File: config.mk
export PLATFORM = sky130hd
export DESIGN_NAME = csr_exec_unit
export DESIGN_NICKNAME = d
export VERILOG_FILES = /design/src/rtl/csr_exec_pkg.sv /design/src/rtl/csr_exec_alu.sv /design/src/rtl/csr_exec_unit.sv
export SDC_FILE = /design/constraint.sdc
export NUM_CORES = 1
export LEC_CHECK = 0
export BUFFER_PORTS_ARGS = -buffer_cell sky130_fd_sc_hd__clkbuf_2
export CAP_MARGIN = 5
export CORE_AREA = 2 2 217 219
export DETAILED_ROUTE_END_ITERATION = 10
export DIE_AREA = 0 0 219 221
export PLACE_DENSITY = 0.66
export SLEW_MARGIN = 30
export SYNTH_ARGS = -nofsm -noshare
export SYNTH_HDL_FRONTEND = slang
export SYNTH_SLANG_ARGS = --single-unit
File: constraint.sdc
create_clock -name clk -period 33.3 [get_ports clk]
set_clock_uncertainty 0.15 [all_clocks]
set_input_delay 3.33 -clock clk [delete_from_list [all_inputs] [get_ports clk]]
set_output_delay 3.33 -clock clk [all_outputs]
set_load 0.005 [all_outputs]
File: src/rtl/csr_exec_pkg.sv
// Shared types and constants for the CSR execute stage.
package csr_exec_pkg;

    // CSR operation encoding as carried on req_op_type.
    typedef enum logic [1:0] {
        CSR_RW = 2'd0,
        CSR_RS = 2'd1,
        CSR_RC = 2'd2,
        CSR_RO = 2'd3
    } csr_op_e;

    // Request sequencing: accept, read the file, modify/write, present commit.
    typedef enum logic [1:0] {
        IDLE = 2'd0,
        READ = 2'd1,
        EXEC = 2'd2,
        RESP = 2'd3
    } csr_state_e;

    // Per-lane thread index; served locally instead of from the CSR file.
    localparam logic [11:0] CSR_THREAD_ID = 12'hCC0;

endpackage

File: src/rtl/csr_exec_alu.sv
// Combinational read-modify-write datapath: computes the new CSR value and
// whether the file actually needs to be written.
module csr_exec_alu
    import csr_exec_pkg::*;
(
    input  logic [1:0]  op_i,
    input  logic [31:0] old_i,
    input  logic [31:0] src_i,
    output logic [31:0] new_o,
    output logic        wr_en_o
);

    logic src_nz;

    assign src_nz = |src_i;

    // RW always writes; set/clear with an all-zero mask and read-only leave the CSR untouched.
    always_comb begin
        new_o   = old_i;
        wr_en_o = 1'b0;
        case (csr_op_e'(op_i))
            CSR_RW: begin
                new_o   = src_i;
                wr_en_o = 1'b1;
            end
            CSR_RS: begin
                new_o   = old_i | src_i;
                wr_en_o = src_nz;
            end
            CSR_RC: begin
                new_o   = old_i & ~src_i;
                wr_en_o = src_nz;
            end
            default: begin
                new_o   = old_i;
                wr_en_o = 1'b0;
            end
        endcase
    end

endmodule

File: src/rtl/csr_exec_unit.sv
// CSR execute stage: accepts one CSR request at a time, performs a single
// read-modify-write of the core CSR file and commits the old value to every
// active lane.
//
// Handshakes: a transfer happens on a rising clk edge where valid and ready
// are both high; a producer holds valid and its payload stable until that
// edge, and ready may depend on state but never on valid in the same cycle.
module csr_exec_unit
    import csr_exec_pkg::*;
#(
    parameter int NUM_THREADS   = 4,
    parameter int NW_BITS       = 2,
    parameter int UUID_BITS     = 44,
    parameter int XLEN          = 32,
    parameter int NR_BITS       = 5,
    parameter int NRI_BITS      = 5,
    parameter int CSR_ADDR_BITS = 12,
    parameter int TID_BITS      = (NUM_THREADS > 1) ? $clog2(NUM_THREADS) : 1
) (
    input  logic                       clk,
    input  logic                       reset,

    input  logic                       req_valid,
    input  logic [UUID_BITS-1:0]       req_uuid,
    input  logic [NW_BITS-1:0]         req_wid,
    input  logic [NUM_THREADS-1:0]     req_tmask,
    input  logic [XLEN-1:0]            req_PC,
    input  logic [1:0]                 req_op_type,
    input  logic [CSR_ADDR_BITS-1:0]   req_addr,
    input  logic [TID_BITS-1:0]        req_tid,
    input  logic [NUM_THREADS*32-1:0]  req_rs1_data,
    input  logic                       req_use_imm,
    input  logic [NRI_BITS-1:0]        req_imm,
    input  logic [NR_BITS-1:0]         req_rd,
    input  logic                       req_wb,
    output logic                       req_ready,

    output logic                       csr_rd_en,
    output logic [CSR_ADDR_BITS-1:0]   csr_rd_addr,
    input  logic [31:0]                csr_rd_data,
    output logic                       csr_wr_en,
    output logic [CSR_ADDR_BITS-1:0]   csr_wr_addr,
    output logic [31:0]                csr_wr_data,

    output logic                       cmt_valid,
    output logic [UUID_BITS-1:0]       cmt_uuid,
    output logic [NW_BITS-1:0]         cmt_wid,
    output logic [NUM_THREADS-1:0]     cmt_tmask,
    output logic [XLEN-1:0]            cmt_PC,
    output logic [NR_BITS-1:0]         cmt_rd,
    output logic                       cmt_wb,
    output logic [NUM_THREADS*32-1:0]  cmt_data,
    input  logic                       cmt_ready,

    output logic [1:0]                 dbg_state
);

    localparam logic [CSR_ADDR_BITS-1:0] TID_ADDR = CSR_ADDR_BITS'(CSR_THREAD_ID);

    csr_state_e                 state_q;

    // Request fields captured on accept.
    logic [UUID_BITS-1:0]       uuid_q;
    logic [NW_BITS-1:0]         wid_q;
    logic [NUM_THREADS-1:0]     tmask_q;
    logic [XLEN-1:0]            pc_q;
    logic [1:0]                 op_q;
    logic [CSR_ADDR_BITS-1:0]   addr_q;
    logic [TID_BITS-1:0]        tid_q;
    logic [NUM_THREADS*32-1:0]  rs1_q;
    logic                       use_imm_q;
    logic [NRI_BITS-1:0]        imm_q;
    logic [NR_BITS-1:0]         rd_q;
    logic                       wb_q;

    // Commit bundle, registered at the end of EXEC.
    logic                       cmt_valid_q;
    logic [UUID_BITS-1:0]       cmt_uuid_q;
    logic [NW_BITS-1:0]         cmt_wid_q;
    logic [NUM_THREADS-1:0]     cmt_tmask_q;
    logic [XLEN-1:0]            cmt_pc_q;
    logic [NR_BITS-1:0]         cmt_rd_q;
    logic                       cmt_wb_q;
    logic [NUM_THREADS*32-1:0]  cmt_data_q;
    logic [NUM_THREADS*32-1:0]  cmt_data_d;

    logic [31:0]                rs1_sel;
    logic [31:0]                src;
    logic [31:0]                alu_new;
    logic                       alu_wr;
    logic                       is_tid_csr;

    // Pick the operand lane chosen by tid out of the latched rs1 vector.
    always_comb begin
        rs1_sel = 32'd0;
        for (int i = 0; i < NUM_THREADS; i++) begin
            if (tid_q == TID_BITS'(i)) begin
                rs1_sel = rs1_q[i*32 +: 32];
            end
        end
    end

    assign src        = use_imm_q ? {{(32-NRI_BITS){1'b0}}, imm_q} : rs1_sel;
    assign is_tid_csr = (addr_q == TID_ADDR);

    csr_exec_alu u_alu (
        .op_i    (op_q),
        .old_i   (csr_rd_data),
        .src_i   (src),
        .new_o   (alu_new),
        .wr_en_o (alu_wr)
    );

    // Per-lane result: the old CSR value (or the lane index for the thread-id
    // CSR) for active lanes, zero for inactive ones.
    always_comb begin
        cmt_data_d = '0;
        for (int i = 0; i < NUM_THREADS; i++) begin
            if (tmask_q[i]) begin
                cmt_data_d[i*32 +: 32] = is_tid_csr ? 32'(i) : csr_rd_data;
            end
        end
    end

    // Sequencer: accept in IDLE, one read cycle, one modify/write cycle, then
    // hold the commit until the writeback side takes it.
    always_ff @(posedge clk or posedge reset) begin
        if (reset) begin
            state_q     <= IDLE;
            uuid_q      <= '0;
            wid_q       <= '0;
            tmask_q     <= '0;
            pc_q        <= '0;
            op_q        <= '0;
            addr_q      <= '0;
            tid_q       <= '0;
            rs1_q       <= '0;
            use_imm_q   <= 1'b0;
            imm_q       <= '0;
            rd_q        <= '0;
            wb_q        <= 1'b0;
            cmt_valid_q <= 1'b0;
            cmt_uuid_q  <= '0;
            cmt_wid_q   <= '0;
            cmt_tmask_q <= '0;
            cmt_pc_q    <= '0;
            cmt_rd_q    <= '0;
            cmt_wb_q    <= 1'b0;
            cmt_data_q  <= '0;
        end else begin
            case (state_q)
                IDLE: begin
                    if (req_valid) begin
                        uuid_q    <= req_uuid;
                        wid_q     <= req_wid;
                        tmask_q   <= req_tmask;
                        pc_q      <= req_PC;
                        op_q      <= req_op_type;
                        addr_q    <= req_addr;
                        tid_q     <= req_tid;
                        rs1_q     <= req_rs1_data;
                        use_imm_q <= req_use_imm;
                        imm_q     <= req_imm;
                        rd_q      <= req_rd;
                        wb_q      <= req_wb;
                        state_q   <= READ;
                    end
                end
                READ: begin
                    state_q <= EXEC;
                end
                EXEC: begin
                    cmt_valid_q <= 1'b1;
                    cmt_uuid_q  <= uuid_q;
                    cmt_wid_q   <= wid_q;
                    cmt_tmask_q <= tmask_q;
                    cmt_pc_q    <= pc_q;
                    cmt_rd_q    <= rd_q;
                    cmt_wb_q    <= wb_q;
                    cmt_data_q  <= cmt_data_d;
                    state_q     <= RESP;
                end
                RESP: begin
                    if (cmt_ready) begin
                        cmt_valid_q <= 1'b0;
                        state_q     <= IDLE;
                    end
                end
                default: begin
                    state_q <= IDLE;
                end
            endcase
        end
    end

    // Strobes are gated by reset so an abort suppresses any read or write in flight.
    assign req_ready   = (state_q == IDLE) && !reset;
    assign csr_rd_en   = (state_q == READ) && !reset;
    assign csr_rd_addr = addr_q;
    assign csr_wr_en   = (state_q == EXEC) && alu_wr && !reset;
    assign csr_wr_addr = addr_q;
    assign csr_wr_data = alu_new;

    assign cmt_valid = cmt_valid_q;
    assign cmt_uuid  = cmt_uuid_q;
    assign cmt_wid   = cmt_wid_q;
    assign cmt_tmask = cmt_tmask_q;
    assign cmt_PC    = cmt_pc_q;
    assign cmt_rd    = cmt_rd_q;
    assign cmt_wb    = cmt_wb_q;
    assign cmt_data  = cmt_data_q;

    assign dbg_state = state_q;

endmodule

Yosys cells after proc, flatten, opt, wreduce, memory -nomap -nowiden
Cells that the tools add are included.
W data, S select, Z words.
{"block": "totals", "regBits": 457, "input_bits": 274}
{"block": "classes", "n_bitwise": 3, "n_mux": 20, "n_eq_ne": 11, "n_reduce_logical": 14}
{"cell": "$mux W32", "count": 13}
{"cell": "$pmux W32 S3", "count": 1}
{"cell": "$and A32 B32 Y32", "count": 1}
{"cell": "$not A32 Y32", "count": 1}
{"cell": "$or A32 B32 Y32", "count": 1}
{"cell": "$reduce_or A32 Y1", "count": 1}
{"cell": "$eq A12 B12 Y1 const B", "count": 1}
{"cell": "$eq A2 B2 Y1 const B", "count": 5}
{"cell": "$pmux W2 S4", "count": 1}
{"cell": "$eq A2 B1 Y1 const B", "count": 3}
{"cell": "$logic_not A2 Y1", "count": 3}
{"cell": "$reduce_and A2 Y1", "count": 3}
{"cell": "$logic_and A1 B1 Y1", "count": 4}
{"cell": "$mux W2", "count": 2}
{"cell": "$ne A2 B2 Y1 const B", "count": 2}
{"cell": "$pmux W1 S2", "count": 2}
{"cell": "$reduce_bool A2 Y1", "count": 1}
{"cell": "$reduce_or A2 Y1", "count": 1}
{"cell": "$logic_not A1 Y1", "count": 1}
{"cell": "$mux W1", "count": 1}

Longest topological paths before layout
Gate-level depths: netlist (run 1).
{"block": "logic_depth", "depth_word": 10, "ltp_mapped": 7, "mapped_depth_nobuf": 6}

Hierarchy
A second synthesis (run 1) with hierarchy kept.
{"block": "unflattened", "hier_cells": 1368, "area_unflattened_um2": 19730.2}
{"module": "csr_exec_unit", "area_each_um2": 18982.0, "cells_each": 1270, "n_inst": 1}
{"module": "csr_exec_alu", "area_each_um2": 748.2, "cells_each": 98, "n_inst": 1}

Least setup slack after synthesis (run 1)
OpenSTA, ideal clock, no wires.
{"block": "synth_timing", "kind": "input port to output port", "startpoint": "input reset", "endpoint": "output csr_wr_en", "cell_stages": 3, "required_time_ps": 29820, "slack_ps": 15821, "t_arrival_ps": 13999, "path_cell_list": "inv_1 -> o2111ai_1 -> a21oi_1"}
{"block": "synth_via", "elab_chain_len": 2}
{"element": "start: declaration", "line": "csr_exec_unit.sv:21", "rtl": "input logic reset,"}
{"element": "$logic_not A1 Y1", "line": "csr_exec_unit.sv:200", "rtl": "assign csr_wr_en = (state_q == EXEC) && alu_wr && !reset;"}
{"element": "$logic_and A1 B1 Y1", "line": "csr_exec_unit.sv:200"}
{"element": "end: declaration", "line": "csr_exec_unit.sv:41", "rtl": "output logic csr_wr_en,"}
Every way passes these cells.

Final worst setup path (run 1)
Ends and elaborated chain as after synthesis.

==> results of run 1 <==
[worst reg2reg max path, cell delays in order, from the launching register on]
cell and delay, ns:
dfrtp_1 0.41, inv_1 0.14, ha_1 0.27, nand2_4 0.39, buf_4 0.74, buf_4 0.96
mux2_2 0.48
[per-stage QoR]
stage / instance area, um^2 / setup WS [ns] / power, mW
final: 23900 / 25.37 / 2.66
after global routing: 23900 / 25.24 / 2.82
after CTS: 23800 / 25.35 / 2.68
after detailed placement: 22200 / 25.36 / 2.13
after global placement: 22200 / 25.38 / 2.09
after floorplan: 19000 / 15.82 / 1.68
[layout by cell type (no fill, tap or decap), types with 2 or more instances in the layout]
cell       count
nor3_1         2
a31oi_1        7
mux4_2        30
buf_6          2
mux2i_1       35
mux2i_2        2
dfrtp_1      455
o22ai_1      130
nand3_1        2
clkbuf_16     51
clkinv_2       9
buf_12         3
nor4_1        10
inv_6          2
inv_1        140
o21ai_1        2
nor2_1        12
diode_2        9
nand2_1       69
bufinv_16      2
a2bb2oi_1      3
clkbuf_8      11
o21ai_0        3
a21oi_1       56
mux2_2       324
nand4_1        2
clkbuf_1      12
ha_1           8
buf_4         15
clkbuf_2     551
[where the power goes]
part / switching (mW) / total [mW] / internal (mW)
clock network: 0.222 / 0.541 / 0.320
logic: 0.565 / 1.10 / 0.540
registers: 0.172 / 1.01 / 0.842
total: 0.958 / 2.66 / 1.70
[cell usage after synthesis (all sizes together)]
cell     count  area [um^2]
a21oi       56          280
a2bb2oi      3         26.3
a31oi        7         43.8
and2         1         6.26
buf         25          176
clkbuf      78          293
dfrtp      457        11400
ha           9          113
inv        141          529
mux2       325         3660
mux2i       38          400
mux4        31          702
nand2       70          263
nand2b       1         6.26
nand3        2         10.0
nand4        2         12.5
nor2        14         52.6
nor2b        1         6.26
nor3         2         10.0
nor4        10         62.6
nor4bb       1         10.0
o2111ai      1         8.76
o211ai       1         7.51
o21ai        5         25.0
o22ai      130          813
or2          1         6.26
or3          1         6.26
or4b         1         10.0
[routing by layer]
metal / vias up / GRT usage (%)
met5: - / 0
met4: 8 / 8.22
met3: 100 / 6.93
met2: 539 / 38.3
met1: 6750 / 29.6
li1: 5997 / -
[flip-flops by register name, summed over array words and instances (netlist names)]
| signal | flops |
|---|---|
| cmt_PC | 32 |
| rd_q | 5 |
| cmt_valid | 1 |
| pc_q | 32 |
| cmt_data | 128 |
| csr_rd_addr | 12 |
| wb_q | 1 |
| rs1_q | 128 |
| dbg_state | 2 |
| cmt_rd | 5 |
| uuid_q | 44 |
| cmt_wb | 1 |
| cmt_tmask | 4 |
| cmt_wid | 2 |
| tmask_q | 4 |
| cmt_uuid | 44 |
| imm_q | 5 |
| tid_q | 2 |
| wid_q | 2 |
| op_q | 2 |
| use_imm_q | 1 |
[area by class of cell]
class | count | share of cell area [%]
flip-flops and latches | 457 | 47.8
clock buffers | 74 | 6.16
multi-input cells | 713 | 27.5
diodes | 9 | 0.0942
inverters | 141 | 2.24
clock inverters | 14 | 0.544
well taps | 607 | 3.18
repair buffers | 572 | 12.5
[kinds of logic after synthesis]
group / count (synthesis)
flip-flops: 457
multiplexers: 394
buffers and inverters: 244
AO/OA/AOI/OAI: 203
AND/OR/NAND/NOR: 107
adder cells (fa/ha/maj): 9
[how the worst min path moves through the flow]
stage               startpoint         end  cells after the start
floorplan            rs1_q[63]   rs1_q[63]                      1
CTS                  rs1_q[63]   rs1_q[63]                      1
detailed placement   rs1_q[63]   rs1_q[63]                      1
global placement    uuid_q[22]  uuid_q[22]                      1
finish               rs1_q[63]   rs1_q[63]                      1
global route        uuid_q[33]  uuid_q[33]                      1
==> summary.txt, run 1 <==
Worst setup path
  • Max stage delay cell, worst path: inv_8
  • R2r worst-path depth: 6
  • Critical path depth: 5
  • CP startpoint: reset
  • Most frequent CP cell: clkbuf_2
  • Critical path class: in2out
  • Critical path destination: csr_wr_en
  • CP top delay family: buffers and inverters
  • R2R Setup Slk: 29.65 ns
  • Crit. End Element: primary output
  • RR Endpoint: rs1_q[49]
  • Startpoint types: input port
  • Arr. time, crit path: 4.45 ns
  • Cell Chain, Critical Path: clkbuf_2, inv_8, o2111ai_1, a21oi_1, clkbuf_2
  • CP max stage delay: 0.41 ns
  • CP Max Fanout: 76
  • CP Buf/Inv Count: 3
  • Reg2Reg Launch Point: dbg_state[0]
  • Worst Path Required: 29.82 ns

Drt
  • Met3 WL post-DR: 4.65 mm
  • Met1 Wirelength: 23.2 mm
  • Routed wire length: 57.2 mm
  • Drt pass-1 iters: 5
  • Vias per inst: 5.18
  • Length of routed met2 wiring: 27.5 mm
  • Final ANT Viol Nets: 0
  • Wirelength per Cell: 22.1 um
  • DRC Markers: 0
  • Iter 0 DRT Violations: 996
  • Routed via count: 13400
  • Top layer in use: met5

Placement
  • IO buf count: 551
  • DPL Wire Length: 41.5 mm
  • RePlAce Congestion: 0.925
  • DP Cell Count: 2488

Hold path
  • Worst min-delay path category: reg2reg

Die
  • Starting Density: 41.2%
  • Die width: 219 um
  • Site Rows: 79
  • IO Count: 552
  • Core Region: 46100 um^2
  • Die ar.: 48400 um^2
  • Die height: 221 um

Clock network
  • Max clock buf depth: 3
  • Post-CTS setup buffers: 0
  • CTS buffer count: 49
  • Root buf cell: clkbuf_16
  • Worst skew pair latency: 0.57 ns
  • Post-CTS resize count: 0
  • CTS tree: yes
  • H-tree depth: 2
  • CTS Hold Buffers Added: 0
  • Sink Count: 457
  • Clock-pin slew on the worst setup and hold paths: 0.06 ns

Synthesis
  • Register area share after synthesis: 60.3%
  • Largest family of logic cells by synthesized area: multiplexers
  • Synth Area in XOR/XNOR: 0%
  • Synthesis Warnings: 0
  • Post-synthesis register bit count: 457
  • Cell Area, Synth: 19000 um^2
  • Syn_area_per_cell: 13.4 um^2
  • Post-synthesis simple-gate area fraction: 2.43%
  • Post-synthesis mux area share: 25.1%
  • Syn Nets: 1697
  • Synth cell types: 37
  • Syn Inst Count: 1414
  • Synth Area in Compound Gates: 6.35%
  • Adder-cell share of the synthesized area: 0.593%

Timing
  • Worst Tran Pin Value: 0.915 ns
  • Minimum clock period: 7.93 ns
  • Fmax: 126 MHz
  • Hold Fails Final Rpt: 0
  • RSZ-0062 raised after global routing: false
  • Pins Over Slew Limit: 0
  • Setup-failing EPs final: 0
  • Setup TNS: 0 ns
  • Slew margin rel.: 38.4%
  • Hold slack final: 0.348 ns
  • Fin crit share: 23.8%

Flow run
  • Maximum Capacitance Violations: 0

Power
  • P_leak: 11.6 nW
  • Power Density: 111 nW/um^2
  • Worst VDD drop: 0.0574 mV

Layout
  • Layout cells sized above 1: 51.4%
  • Layout Cells excl Fill: 2587
  • Area of the multi-input gates: 6570 um^2
  • Post-Route Utilization: 51.9%
  • Area growth syn-to-layout: 26.0%
  • Fillers: 4040
  • Nets: 2217
  • Register Area: 11400 um^2

Global route
  • Largest net degree at the start of global routing: 183
  • Vias in the first global route: 13800
  • Global route overflow: 0
  • Gr usage total: 23.4%
  • Antenna violations before repair: 13
  • Global-route wire length before repair: 86.0 mm

Outcome
  • Outcome: finished, final reports clean
(Power assumes the default switching activity.)
==> inputs of run 2 (changes only) <==
--- a/config.mk
+++ b/config.mk
@@ -7,10 +7,10 @@
 export LEC_CHECK = 0
 export BUFFER_PORTS_ARGS = -buffer_cell sky130_fd_sc_hd__clkbuf_2
 export CAP_MARGIN = 5
-export CORE_AREA = 2 2 217 219
+export CORE_AREA = 2 2 212 214
 export DETAILED_ROUTE_END_ITERATION = 10
-export DIE_AREA = 0 0 219 221
-export PLACE_DENSITY = 0.66
+export DIE_AREA = 0 0 214 216
+export PLACE_DENSITY = 0.69
 export SLEW_MARGIN = 30
 export SYNTH_ARGS = -nofsm -noshare
 export SYNTH_HDL_FRONTEND = slang
==> constraint.sdc (replaced) <==
create_clock -name clk -period 7.8 [get_ports clk]
set_clock_uncertainty 0.15 [all_clocks]
set_input_delay 0.78 -clock clk [delete_from_list [all_inputs] [get_ports clk]]
set_output_delay 0.78 -clock clk [all_outputs]
set_load 0.005 [all_outputs]
==> run 2 against run 1 <==
Net effect: total power rose to 4.3 times the previous value; non-clock buffer count up 1; sequential power rose to 4.3 times the previous value; combinational power rose to 4.2 times the previous value; utilization up 2.9 points; worst setup slack worse by 22 ns; cell area up 0.42%; global-route usage up 1.3 points; cell count down 0.46%; critical path depth up 2; clock power rose to 4.5 times the previous value; flip-flop and latch count unchanged; critical path type is now reg2out; largest cell class unchanged.
==> summary.txt, run 2 (synthesis gave the netlist of run 1 again) <==
Layout
  • Layout cells sized above 1: 51.6% (+0.18 points)
  • Most frequent cells in the layout: clkbuf_2 (551), dfrtp_1 (455), mux2_2 (324)
  • Register Area: 11400 um^2 (about the same)
  • Nets: 2218 (+0.045%)
  • Area growth syn-to-layout: 26.6%
  • Area of the multi-input gates: 6570 um^2 (unchanged)
  • Most common cell after layout, fill and taps aside: clkbuf_2
  • Fillers: 3707 (-8.2%)

Worst setup path
  • Crit. End Element: primary output
  • Worst Path Required: 6.87 ns (-22.95 ns)
  • Critical path class: reg2out
  • Startpoint types: flop
  • R2R Setup Slk: 4.51 ns (-25.14 ns)
  • CP Max Fanout: 29 (-62%)
  • Arr. time, crit path: 3.43 ns (-1.02 ns)

Drt
  • Iter 0 DRT Violations: 1244 (+25%)
  • Drt pass-1 iters: 5 (unchanged)
  • Routed wire length: 57.2 mm (about the same)
  • Routed via count: 13600 (+1.4%)
  • Wirelength per Cell: 22.2 um (+0.52%)
  • DRC Markers: 0 (unchanged)
  • Final ANT Viol Nets: 0 (unchanged)
  • Vias per inst: 5.27 (+1.8%)

Power
  • P_leak: 11.6 nW (+0.48%)
  • Power Density: 476 nW/um^2 (+330%)
  • Worst VDD drop: 0.304 mV (+430%)

Flow run
  • Maximum Capacitance Violations: 0 (unchanged)

Timing
  • Hold slack final: 0.279 ns (-0.0689 ns)
  • Fmax: 229 MHz
  • Fin crit share: 55.9%
  • Pins Over Slew Limit: 0 (unchanged)
  • Setup TNS: 0 ns (unchanged)
  • RSZ-0062 raised after global routing: false
  • Setup-failing EPs final: 0 (unchanged)
  • Minimum clock period: 4.36 ns
  • Slew margin rel.: 35.8% (-2.6 points)
  • Worst Tran Pin Value: 0.963 ns (+0.0476 ns)
  • Hold Fails Final Rpt: 0 (unchanged)

Hold path
  • Worst min-delay path category: in2reg

Clock network
  • Worst skew pair latency: 0.57 ns (about the same)
  • Root buf cell: clkbuf_16
  • CTS Hold Buffers Added: 0 (unchanged)
  • Max clock buf depth: 3 (unchanged)
  • Post-CTS resize count: 0 (unchanged)
  • Sink Count: 457 (unchanged)
  • Clock-pin slew on the worst setup and hold paths: 0.06 ns (about the same)
  • H-tree depth: 2 (unchanged)
  • CTS buffer count: 49 (unchanged)
  • CTS tree: yes
  • Post-CTS setup buffers: 0 (unchanged)

Global route
  • Antenna violations before repair: 13 (unchanged)
  • Global-route wire length before repair: 87.1 mm (+1.3%)
  • Largest net degree at the start of global routing: 181 (-1.1%)
  • Gr usage total: 24.7% (+1.3 points)
  • Global route overflow: 0 (unchanged)
  • Vias in the first global route: 14000 (+1.9%)

Die
  • Die width: 214 um (-2.3%)
  • IO Count: 552 (unchanged)
  • Starting Density: 43.3% (+2.1 points)
  • Die ar.: 46200 um^2 (-4.5%)
  • Core Region: 43800 um^2 (-4.8%)
  • Site Rows: 77 (-2.5%)
  • Die height: 216 um (-2.3%)

Placement
  • DPL Wire Length: 42.1 mm (+1.4%)
  • RePlAce Congestion: 0.877 (-5.2%)
  • IO buf count: 551 (unchanged)

Outcome
  • Outcome: finished, final reports clean
[run 2: cell count changes in the layout (fill, tap and decap cells not counted), moves of 2 or more]
cell / previous run / this run
buf_6: 2 / 4
clkbuf_16: 51 / 49
clkbuf_1: 12 / 10
bufinv_16: 2 / 7
[run 2: layout make-up]
| type | instances | share of cell area [%] |
|---|---|---|
| Clock buffer | 69 | 5.84 |
| Clock inverter | 21 | 1.27 |
| Sequential cell | 457 | 47.6 |
| Inverter | 141 | 2.22 |
| Multi-Input combinational cell | 713 | 27.4 |
| Antenna cell | 9 | 0.0938 |
| Timing Repair Buffer | 573 | 12.5 |
| Tap cell | 592 | 3.08 |
[run 2: critical path, cell delays in order (launching register included)]
cell and delay [ns]:
dfrtp_2 0.52, buf_4 0.52, mux4_2 0.60, nor4_1 0.45, nand3_1 0.18, o21ai_1 0.23
a21oi_1 0.18, clkbuf_2 0.16
[run 2: final timing paths]
kind / startpoint / to / cells past startpoint
min in group asynchronous: reset / op_q[0] / 3
max in group asynchronous: reset / uuid_q[42] / 5
max reg2reg: dbg_state[0] / cmt_data[20] / 6
min: req_rs1_data[33] / rs1_q[33] / 2
min reg2reg: uuid_q[43] / uuid_q[43] / 1
max: tid_q[0] / csr_wr_en / 7
[run 2: layer usage]
metal / up-vias / track usage (%) / part of all wire (%)
li1: 6007 / - / -
met1: 6870 / 32.4 / 41
met3: 128 / 6.44 / 7.7
met2: 564 / 39.2 / 48
met4: 8 / 9.98 / 3.6
met5: - / 0 / 0.089
[run 2: through the flow]
step	utilization, %	area, um^2	setup slack, ns	total power [mW]	instances
6_report	54.8	24000	3.44	11.4	2575
4_1_cts	54.6	23900	3.35	11.5	2565
2_1_floorplan	-	19000	-0.805	7.16	1414
3_5_place_dp	50.7	22200	3.99	8.99	2475
5_1_grt	54.8	24000	3.24	12.1	2575
3_3_place_gp	50.7	22200	4.02	8.81	2474
[run 2: power by group]
part	total [mW]	internal (mW)	leakage [nW]	switching [mW]
clock	2.44	1.49	0.842	0.952
sequential	4.38	3.59	5.58	0.783
combinational	4.61	2.31	5.20	2.30
total	11.4	7.39	11.6	4.04
==> inputs of run 3 (changes only) <==
--- a/config.mk
+++ b/config.mk
@@ -7,10 +7,10 @@
 export LEC_CHECK = 0
 export BUFFER_PORTS_ARGS = -buffer_cell sky130_fd_sc_hd__clkbuf_2
 export CAP_MARGIN = 5
-export CORE_AREA = 2 2 212 214
+export CORE_AREA = 2 2 217 219
 export DETAILED_ROUTE_END_ITERATION = 10
-export DIE_AREA = 0 0 214 216
-export PLACE_DENSITY = 0.69
+export DIE_AREA = 0 0 219 221
+export PLACE_DENSITY = 0.68
 export SLEW_MARGIN = 30
 export SYNTH_ARGS = -nofsm -noshare
 export SYNTH_HDL_FRONTEND = slang
==> constraint.sdc (replaced) <==
create_clock -name clk -period 3.7 [get_ports clk]
set_clock_uncertainty 0.15 [all_clocks]
set_input_delay 0.37 -clock clk [delete_from_list [all_inputs] [get_ports clk]]
set_output_delay 0.37 -clock clk [all_outputs]
set_load 0.005 [all_outputs]
==> run 3 against run 2 <==
Net effect: total power is 120% higher; critical path depth stayed put; global-route usage is 1.1 points higher; worst setup slack worse by 3.2 ns; non-clock buffer count is 249 higher; combinational power is 120% higher; clock power is 110% higher; cell count is 10% higher; clock-buffer cell count is 6 lower; cell area is 10% higher; largest power group unchanged.
==> summary.txt, run 3 (synthesis gave the netlist of run 1 again) <==
Power
  • Worst VDD drop: 0.588 mV (+93%)
  • Power Internal: 15.8 mW (+110%)
  • Seq pwr share: 37.5% (-0.8 points)
  • Comb power frac: 41.8% (+1.4 points)
  • Total power: 24.6 mW (+120%)
  • P_leak: 12.7 nW (+8.9%)
  • Switching fraction of total power: 36.1% (+0.77 points)
  • P_sw: 8.89 mW (+120%)
  • Power Density: 929 nW/um^2 (+95%)
  • Clock power frac: 20.7% (-0.6 points)

Clock network
  • Root buf cell: clkbuf_16
  • Max clock buf depth: 3 (unchanged)
  • CTS tree: yes
  • Sink Count: 457 (unchanged)
  • CTS buffer count: 48 (-2.0%)
  • Clock-pin slew on the worst setup and hold paths: 0.06 ns (about the same)
  • Post-CTS setup buffers: 0 (unchanged)
  • H-tree depth: 2 (unchanged)
  • Worst skew pair latency: 0.58 ns (about the same)

Die
  • Core Region: 46100 um^2 (+5.1%)
  • Die width: 219 um (+2.3%)
  • Starting Density: 41.2% (-2.1 points)
  • Die height: 221 um (+2.3%)
  • IO Count: 552 (unchanged)
  • Site Rows: 79 (+2.6%)
  • Die ar.: 48400 um^2 (+4.7%)

Drt
  • Drt pass-1 iters: 5 (unchanged)
  • Iter 0 DRT Violations: 985 (-21%)
  • Wirelength per Cell: 22.1 um (-0.60%)
  • DRC Markers: 0 (unchanged)
  • Final ANT Viol Nets: 0 (unchanged)
  • Vias per inst: 5.23 (-0.77%)
  • Routed via count: 14800 (+9.4%)
  • Routed wire length: 62.7 mm (+9.6%)

Placement
  • DPL Wire Length: 43.0 mm (+2.1%)
  • Place WS: 0.698 ns (-3.30 ns)
  • RePlAce Congestion: 0.914 (+4.2%)
  • IO buf count: 551 (unchanged)

Layout
  • Layout cells sized above 1: 46.1% (-5.5 points)
  • Post-Route Utilization: 57.6% (+2.8 points)
  • Most common cell after layout, fill and taps aside: clkbuf_2
  • Area growth syn-to-layout: 39.8%
  • Most frequent cells in the layout: clkbuf_2 (551), dfrtp_1 (455), mux2_2 (324)
  • Nets: 2466 (+11%)
  • Fillers: 3631 (-2.1%)

Global route
  • Grt met2 use: 43.2% (+4.0 points)
  • Antenna violations before repair: 10 (-3)
  • Top Usage Layer GRT: met2
  • Global-route wire length before repair: 95.0 mm (+9.0%)
  • GR Util met3: 5.39% (-1.1 points)
  • Vias in the first global route: 15800 (+13%)
  • Largest net degree at the start of global routing: 146 (-19%)
  • GRT met1 Usage: 32.2% (-0.23 points)
  • Gr usage total: 25.8% (+1.1 points)
  • Global route overflow: 0 (unchanged)

Flow run
  • Maximum Capacitance Violations: 0 (unchanged)

Hold path
  • Worst min-delay path category: in2reg

Worst setup path
  • CP max stage delay: 0.59 ns (about the same)
  • CP top delay family: multiplexers
  • Worst Path Required: 3.18 ns (-3.69 ns)
  • Critical path class: reg2out
  • CP Buf/Inv Count: 2 (unchanged)
  • CP Max Fanout: 14 (-52%)
  • Cell Chain, Critical Path: buf_12, mux4_2, nor4_2, nand3_1, o21ai_1, a21oi_1, clkbuf_2
  • Arr. time, crit path: 2.98 ns (-0.45 ns)
  • Max stage delay cell, worst path: mux4_2
  • Crit. End Element: primary output
  • Startpoint types: flop

Outcome
  • Outcome: finished, final reports clean

Timing
  • Setup-failing EPs final: 0 (unchanged)
  • Pins Over Slew Limit: 0 (unchanged)
  • Fin crit share: 94.6%
  • Minimum clock period: 3.50 ns
  • Worst Tran Pin Value: 0.832 ns (-0.131 ns)
  • Hold slack final: 0.00619 ns (-0.273 ns)
  • Slew margin rel.: 44.0% (+8.2 points)
  • RSZ-0062 raised after global routing: false
  • Fmax: 286 MHz
  • Hold Fails Final Rpt: 0 (unchanged)
  • Worst setup margin: 0.199 ns (-3.24 ns)
  • Setup TNS: 0 ns (unchanged)
-- run 3: cell types whose count changed in the layout (fill, tap and decap cells not counted), moves of 2 or more --
cell | previous run | this run
buf_4 | 14 | 17
buf_16 | 2 | 0
diode_2 | 9 | 11
dlygate4sd3_1 | 0 | 244
clkbuf_1 | 10 | 8
clkbuf_8 | 10 | 7
buf_6 | 4 | 0
buf_12 | 2 | 9
-- run 3: area by class of cell --
cell class,instances,area [um^2],area share [%]
sequential,457,11400,43.1
timing repair buffer,822,5530,20.9
inverter,141,533,2.01
antenna,11,27.5,0.104
clock buffer,63,1330,5.00
multi-input combinational,713,6570,24.8
tap,607,759,2.86
clock inverter,24,338,1.27
-- run 3: per-stage QoR --
step,std cells,instance area (um^2)
after floorplan,1414,19000
after global placement,2495,22400
after detailed placement,2495,22400
after CTS,2826,26500
after global routing,2838,26500
final,2838,26500
-- run 3: power groups by stage --
stage / logic [mW] / registers, mW / clock network (mW)
floorplan: 6.27 / 8.82 / 0
global placement: 9.68 / 9.06 / 0
detailed placement: 9.91 / 9.19 / 0
CTS: 10.2 / 9.12 / 5.19
global route: 11.2 / 9.51 / 5.40
finish: 10.3 / 9.24 / 5.10
-- run 3: worst register-to-register path: stages (launching register included) --
cell and delay, ns:
dfrtp_1 0.48, nor4_1 0.77, nand3_1 0.35, nand2_1 0.16, buf_4 0.39, o22ai_1 0.20
-- run 3: path summary, 6_finish.rpt --
check	startpoint	to	slack [ns]	cells after the start
setup / recovery	tid_q[0]	csr_wr_en	0.20	7
hold / removal	req_tmask[0]	tmask_q[0]	0.006	2
setup reg to reg	csr_rd_addr[0]	cmt_data[5]	1.07	5
hold reg to reg	pc_q[29]	cmt_PC[29]	0.35	1
max in group asynchronous	reset	cmt_data[16]	1.94	4
min in group asynchronous	reset	csr_rd_addr[4]	0.29	3
-- run 3: routing by layer --
layer,vias to the layer above,share of wire [%],wire [um]
met3,163,6.9,4310
met2,650,49,31000
met4,0,4.1,2550
li1,6510,-,-
met5,-,0,0
met1,7525,40,24800
-- run 3: what timing repair did --
action / in CTS / in global routing
hold endpoints to repair: 270 / 0
hold buffers: 244 / 0
setup endpoints to repair: 0 / 1
gates resized for setup: 0 / 2
